==> src/rtl/bias_act_unit_if.sv <==
// Handshake and vector bus between the dot-product stage and the bias/activation unit.
interface bias_act_unit_if #(
  parameter int unsigned NROW = 16,
  parameter int unsigned QN   = 6,
  parameter int unsigned QM   = 11
);
  localparam int unsigned BW = QN + QM + 1;
  localparam int unsigned VW = NROW * BW;

  logic          dataReady;
  logic [VW-1:0] inVector;
  logic [VW-1:0] biasVector;
  logic          actSel;
  logic [VW-1:0] outVector;
  logic          outValid;
  logic          busy;
  logic          overrun;

  modport master (
    output dataReady, inVector, biasVector, actSel,
    input  outVector, outValid, busy, overrun
  );

  modport slave (
    input  dataReady, inVector, biasVector, actSel,
    output outVector, outValid, busy, overrun
  );
endinterface

==> src/rtl/bias_act_unit.sv <==
// Adds a bias to each element of a captured vector, saturates, and applies a hard
// sigmoid or hard tanh one element per cycle; publishes the whole vector at once.
module bias_act_unit #(
  parameter int unsigned NROW = 16,
  parameter int unsigned QN   = 6,
  parameter int unsigned QM   = 11
) (
  input  logic           clk,
  input  logic           reset,
  bias_act_unit_if.slave bus
);
  localparam int unsigned BW = QN + QM + 1;
  localparam int unsigned VW = NROW * BW;
  localparam int unsigned IW = (NROW > 1) ? $clog2(NROW) : 1;

  localparam logic signed [BW-1:0] ONE     = BW'(1 << QM);
  localparam logic signed [BW-1:0] NEG_ONE = BW'(-(1 << QM));
  localparam logic signed [BW-1:0] HALF    = BW'(1 << (QM - 1));
  localparam logic signed [BW-1:0] SMAX    = {1'b0, {(BW-1){1'b1}}};
  localparam logic signed [BW-1:0] SMIN    = {1'b1, {(BW-1){1'b0}}};

  typedef enum logic [1:0] {IDLE, PROC, DONE} state_t;

  state_t                 state, next_state;
  logic [IW-1:0]          idx;
  logic [VW-1:0]          in_q, bias_q, work;
  logic                   act_q;
  logic                   capture, step, load_out, busy_d, last;
  logic signed [BW-1:0]   elem;

  // One element: widened bias add, saturate, then the selected activation.
  function automatic logic signed [BW-1:0] act_elem(input logic signed [BW-1:0] x,
                                                    input logic signed [BW-1:0] b,
                                                    input logic             tanh_sel);
    logic signed [BW:0]   s;
    logic signed [BW-1:0] sat;
    logic signed [BW-1:0] y;
    s = {x[BW-1], x} + {b[BW-1], b};
    if (s[BW] != s[BW-1]) sat = s[BW] ? SMIN : SMAX;
    else                  sat = s[BW-1:0];
    if (tanh_sel) begin
      y = sat;
      if (sat > ONE)          y = ONE;
      else if (sat < NEG_ONE) y = NEG_ONE;
    end else begin
      y = (sat >>> 2) + HALF;
      if (y[BW-1])     y = '0;
      else if (y > ONE) y = ONE;
    end
    return y;
  endfunction

  assign last = (idx == IW'(NROW - 1));

  always_comb begin
    elem = act_elem(in_q[idx*BW +: BW], bias_q[idx*BW +: BW], act_q);
  end

  always_ff @(posedge clk) begin
    if (reset) state <= IDLE;
    else       state <= next_state;
  end

  always_comb begin
    next_state = state;
    case (state)
      IDLE:    if (bus.dataReady) next_state = PROC;
      PROC:    if (last)          next_state = DONE;
      DONE:    next_state = IDLE;
      default: next_state = IDLE;
    endcase
  end

  always_comb begin
    capture  = 1'b0;
    step     = 1'b0;
    load_out = 1'b0;
    busy_d   = 1'b0;
    case (state)
      IDLE: begin
        capture = bus.dataReady;
        busy_d  = bus.dataReady;
      end
      PROC: begin
        step   = 1'b1;
        busy_d = 1'b1;
      end
      DONE:    load_out = 1'b1;
      default: ;
    endcase
  end

  // Datapath and registered outputs; overrun is sticky until reset.
  always_ff @(posedge clk) begin
    if (reset) begin
      idx           <= '0;
      in_q          <= '0;
      bias_q        <= '0;
      act_q         <= 1'b0;
      work          <= '0;
      bus.outVector <= '0;
      bus.outValid  <= 1'b0;
      bus.busy      <= 1'b0;
      bus.overrun   <= 1'b0;
    end else begin
      bus.outValid <= load_out;
      bus.busy     <= busy_d;
      if (bus.dataReady && (state != IDLE)) bus.overrun <= 1'b1;
      if (capture) begin
        in_q   <= bus.inVector;
        bias_q <= bus.biasVector;
        act_q  <= bus.actSel;
        idx    <= '0;
      end
      if (step) begin
        work[idx*BW +: BW] <= elem;
        idx                <= idx + IW'(1);
      end
      if (load_out) bus.outVector <= work;
    end
  end
endmodule

==> src/flat_wrapper.sv <==
// flat-port wrapper written by rule: the top's interface ports become plain ports
module bias_act_unit_flat 
#(
  parameter int unsigned NROW = 16,
  parameter int unsigned QN   = 6,
  parameter int unsigned QM   = 11
)
  (clk, reset, bus_dataReady, bus_inVector, bus_biasVector, bus_actSel, bus_outVector, bus_outValid, bus_busy, bus_overrun);
  bias_act_unit_if #(.NROW(NROW), .QN(QN), .QM(QM)) bus_i ();
  input  logic clk;
  input  logic reset;
  input wire logic [$bits(bus_i.dataReady)-1:0] bus_dataReady;
  input wire logic [$bits(bus_i.inVector)-1:0] bus_inVector;
  input wire logic [$bits(bus_i.biasVector)-1:0] bus_biasVector;
  input wire logic [$bits(bus_i.actSel)-1:0] bus_actSel;
  output wire logic [$bits(bus_i.outVector)-1:0] bus_outVector;
  output wire logic [$bits(bus_i.outValid)-1:0] bus_outValid;
  output wire logic [$bits(bus_i.busy)-1:0] bus_busy;
  output wire logic [$bits(bus_i.overrun)-1:0] bus_overrun;
  assign bus_i.dataReady = bus_dataReady;
  assign bus_i.inVector = bus_inVector;
  assign bus_i.biasVector = bus_biasVector;
  assign bus_i.actSel = bus_actSel;
  assign bus_outVector = bus_i.outVector;
  assign bus_outValid = bus_i.outValid;
  assign bus_busy = bus_i.busy;
  assign bus_overrun = bus_i.overrun;
  bias_act_unit #(.NROW(NROW), .QN(QN), .QM(QM)) u_core (.clk(clk), .reset(reset), .bus(bus_i));
endmodule
==> config.mk <==
export PLATFORM = sky130hd
export DESIGN_NAME = bias_act_unit_flat
export DESIGN_NICKNAME = d
export VERILOG_FILES = /design/src/rtl/bias_act_unit_if.sv /design/src/rtl/bias_act_unit.sv /design/src/flat_wrapper.sv
export SDC_FILE = /design/constraint.sdc
export NUM_CORES = 2
export LEC_CHECK = 0
export BUFFER_PORTS_ARGS = -buffer_cell sky130_fd_sc_hd__buf_4
export CELL_PAD_IN_SITES_DETAIL_PLACEMENT = 2
export CELL_PAD_IN_SITES_GLOBAL_PLACEMENT = 2
export CORE_MARGIN = 1
export CORE_UTILIZATION = 33
export CTS_BUF_LIST = sky130_fd_sc_hd__clkbuf_4 sky130_fd_sc_hd__clkbuf_8 sky130_fd_sc_hd__clkbuf_16
export CTS_CLUSTER_SIZE = 10
export DETAILED_ROUTE_END_ITERATION = 10
export PLACE_DENSITY_LB_ADDON = 0.1
export SYNTH_ARGS = -nofsm -noshare
export SYNTH_HDL_FRONTEND = slang
export SYNTH_SLANG_ARGS = --single-unit
==> constraint.sdc <==
create_clock -name clk -period 9.6 [get_ports clk]
set_input_delay 1.92 -clock clk [delete_from_list [all_inputs] [get_ports clk]]
set_output_delay 1.92 -clock clk [all_outputs]
set_load 0.1 [all_outputs]
==> results_tabular.tex <==
\begin{tabular}{lr}
\hline
Metric & Value \\
\hline
\multicolumn{2}{l}{\textbf{Yosys}} \\
Cell count after synthesis & 6097 \\
Yosys warning count & 0 \\
Yosys cell types & 110 \\
Net Count, Synth & 6707 \\
Average instance area after synthesis & 8.18 um2 \\
Number of synthesized register bits & 1162 \\
Synthesized cell area & 49900 um2 \\
Number of flops mapped to enable cells by yosys & 0 \\
Fraction of the yosys area taken by sequential cells & 0.466 \\
Share of flip-flops with an asynchronous set or reset after synthesis & 0 \\
Main synth FF type & dfxtp\_1 \\
\multicolumn{2}{l}{\textbf{Cells and area}} \\
Fillers & 16.9k \\
Area added between synthesis and finish & 25.6\% \\
Commonest non-fill, non-tap cell in the layout & nand2\_1 \\
Design Area, Final & 62600 um2 \\
Flip-flop and latch area & 23300 um2 \\
Final nets & 7381 \\
Cell Count, Final, Fillers Out & 8862 \\
Combined area of the multi-input logic cells & 24800 um2 \\
Highest-count cells in the layout ignoring fill and taps & 1921 x nand2\_1, 1158 x dfxtp\_1, 1077 x a21oi\_1, 965 x buf\_4, 272 x o21ai\_0 \\
Post-Route Utilization & 0.418 \\
Fraction of layout instances using a drive strength above 1 & 0.216 \\
\multicolumn{2}{l}{\textbf{Setup path}} \\
Critical Path AT & 9840 ps \\
Cell seen most often among critical-path stages & ha\_1 \\
Critical path's slowest cell & a32oi\_2 \\
Largest fanout on the critical path & 27 \\
Critical path's largest stage delay & 680 ps \\
Slack of the worst reg-to-reg path & 420 ps \\
CP Data Required Time & 10260 ps \\
Kind of start point of the critical path & flip-flop \\
Kind of capture point of the worst setup path & flip-flop \\
Critical path class & reg -> reg \\
\multicolumn{2}{l}{\textbf{Placed design}} \\
Placed insts & 8643 \\
Routability congestion estimate from global placement & 0.945 \\
Count of buffers from port buffering & 870 \\
Detailed placer's ending HPWL & 190000 um \\
Worst slack at placement & 412 ps \\
Placed cell areas & 58300 um2 \\
\multicolumn{2}{l}{\textbf{Global routing}} \\
Met1 usage & 0.381 \\
Wire length of the first global-routing pass & 360000 um \\
Maximum number of pins on one net before global-route repair & 223 \\
GR Util All Layers & 0.320 \\
Busiest layer in global routing & met2 \\
Met3 Track Usage GR & 0.0447 \\
Met2 Usage GRT & 0.547 \\
Vias in the first global route & 52.5k \\
Residual overflow from global routing & 0 \\
Antenna violations before repair & 11 \\
\multicolumn{2}{l}{\textbf{Detailed routing}} \\
Overall via count from detail\_route & 49.6k \\
Drt total wl & 252000 um \\
First-pass DRT Iterations & 7 \\
Routed wirelength normalized by instance count & 28.5 um \\
DRT iter0 DRCs & 3409 \\
\# DRC & 0 \\
ANT nets after route & 0 \\
Average vias per placed instance & 5.60 \\
\multicolumn{2}{l}{\textbf{STA}} \\
Fin Clk Skew & 37.6 ps \\
Fraction of the cycle the final worst path needs & 0.957 \\
Unrepaired setup endpoints after global routing & no \\
Maximum clock rate & 109 MHz \\
Pins Over Slew Limit & 0 \\
Minimum clock period & 9180 ps \\
Worst max-slew margin expressed relative to the limit & 0.124 \\
Slew of the pin with the lowest slew margin & 1310 ps \\
Final setup violating endpoints & 0 \\
PnR worst setup slack & 417 ps \\
Worst Hold Slack & 440 ps \\
Count of endpoints failing hold in the final timing report & 0 \\
Total Neg Setup Slack & 0 ps \\
\multicolumn{2}{l}{\textbf{Run status}} \\
Result of the run & completed \\
\multicolumn{2}{l}{\textbf{Floorplanning}} \\
Num rows & 142 \\
Die height & 391 um \\
DIE WIDTH & 391 um \\
Die footprint & 153000 um2 \\
Initial Utilization & 0.333 \\
Area of the core & 150000 um2 \\
Count of boundary I/O pins & 871 \\
\multicolumn{2}{l}{\textbf{Power and ir drop}} \\
Max IR drop VDD & 0.000172 V \\
Pwr per Cell Area & 195 nW/um2 \\
Post-layout total power & 12.2 mW \\
Static Leakage & 23.1 nW \\
\multicolumn{2}{l}{\textbf{Hold path}} \\
Classification of the worst-slack hold path & reg -> reg \\
\multicolumn{2}{l}{\textbf{Flow run}} \\
Number of max-capacitance violations reported & 0 \\
\multicolumn{2}{l}{\textbf{CTS}} \\
CTS tree & yes \\
Clock sink count & 1162 \\
Reg clk slew, reported paths & 60 ps \\
Count of buffers added by post-CTS timing repair for setup & 0 \\
Post-cts sizing count & 0 \\
Htree depth & 4 \\
Number of buffers between clock root and the deepest sink & 3 \\
Root Buffer Master & clkbuf\_16 \\
Total clock buffers created by CTS & 141 \\
Number of buffers inserted by hold repair at cts & 0 \\
Clock Latency Late Sink & 780 ps \\
\hline
\end{tabular}
worst max-delay path, delay by kind of cell (launching register included):
family                     cells  cell delay (ps)
AOI/OAI and AO/OA              7             2530
and+or+nand+nor               10             2450
adders and majority gates      4             1400
muxes                          2             1110
buffers and inverters          4             1020
DFF                            1              430
xor gates and xnor gates       1              100
synthesized netlist by cell type, drive strengths merged (11+ instances only):
master	number	area share
inv	45	0.0034
a211oi	30	0.0059
and3	14	0.0018
a221oi	13	0.0030
a31oi	57	0.0073
o32ai	18	0.0037
or2	13	0.0016
a32oi	14	0.0031
xor2	11	0.0019
nor3	59	0.0060
nor2	271	0.020
mux2i	12	0.0025
nor4	15	0.0029
mux4	181	0.082
buf	49	0.0047
o41ai	18	0.0039
ha	29	0.0073
o311ai	12	0.0021
nand2b	11	0.0014
nand2	1925	0.15
o211ai	15	0.0026
o22ai	22	0.0028
o31ai	25	0.0046
nand3	100	0.010
dfxtp	1162	0.47
or3	15	0.0020
a22oi	24	0.0038
o21ai	310	0.032
a21oi	1084	0.11
clkbuf	400	0.030
registers in the layout, summed over array words and instances (netlist names):
register,cells
u_core.act_q,1
u_core.bus.overrun,1
u_core.in_q,288
u_core.bus.outVector,288
u_core.bus.outValid,1
u_core.state,2
u_core.idx,4
u_core.bias_q,288
u_core.work,288
u_core.bus.busy,1
report_power, final:
part	switching [mW]	internal (mW)	total [mW]
Sequential	0.138	4.98	5.12
Combinational	1.33	0.641	1.97
Clock	2.19	2.95	5.13
Total	3.66	8.57	12.2
layer usage:
| layer | share of wire | wire, um |
|---|---|---|
| met1 | 0.40 | 102000 |
| met2 | 0.49 | 123000 |
| met3 | 0.043 | 10800 |
| met4 | 0.064 | 16200 |
| met5 | 0.00012 | 31 |
area by class of cell:
cell class | instances | area share
Antenna cell | 9 | 0.000360
Clock buffer | 191 | 0.0639
Clock inverter | 18 | 0.00493
Inverter | 45 | 0.00278
Multi-Input combinational cell | 4441 | 0.396
Sequential cell | 1162 | 0.372
Tap cell | 2016 | 0.0403
Timing Repair Buffer | 980 | 0.120
kinds of logic after synthesis:
logic type / share of synthesized area
simple gates: 0.199
compound gates: 0.201
flops: 0.466
buf+inv: 0.0382
mux: 0.0847
fa+ha+maj: 0.00768
xor+xnor: 0.00351
final timing paths:
| check | from | endpoint | cells past startpoint |
|---|---|---|---|
| setup / recovery | u_core.idx[0] | u_core.work[183] | 28 |
| setup reg to reg | u_core.idx[0] | u_core.work[183] | 28 |
| hold / removal | u_core.work[111] | u_core.bus.outVector[111] | 2 |
| hold reg to reg | u_core.work[111] | u_core.bus.outVector[111] | 2 |
Power figures use the tool's default switching activity.
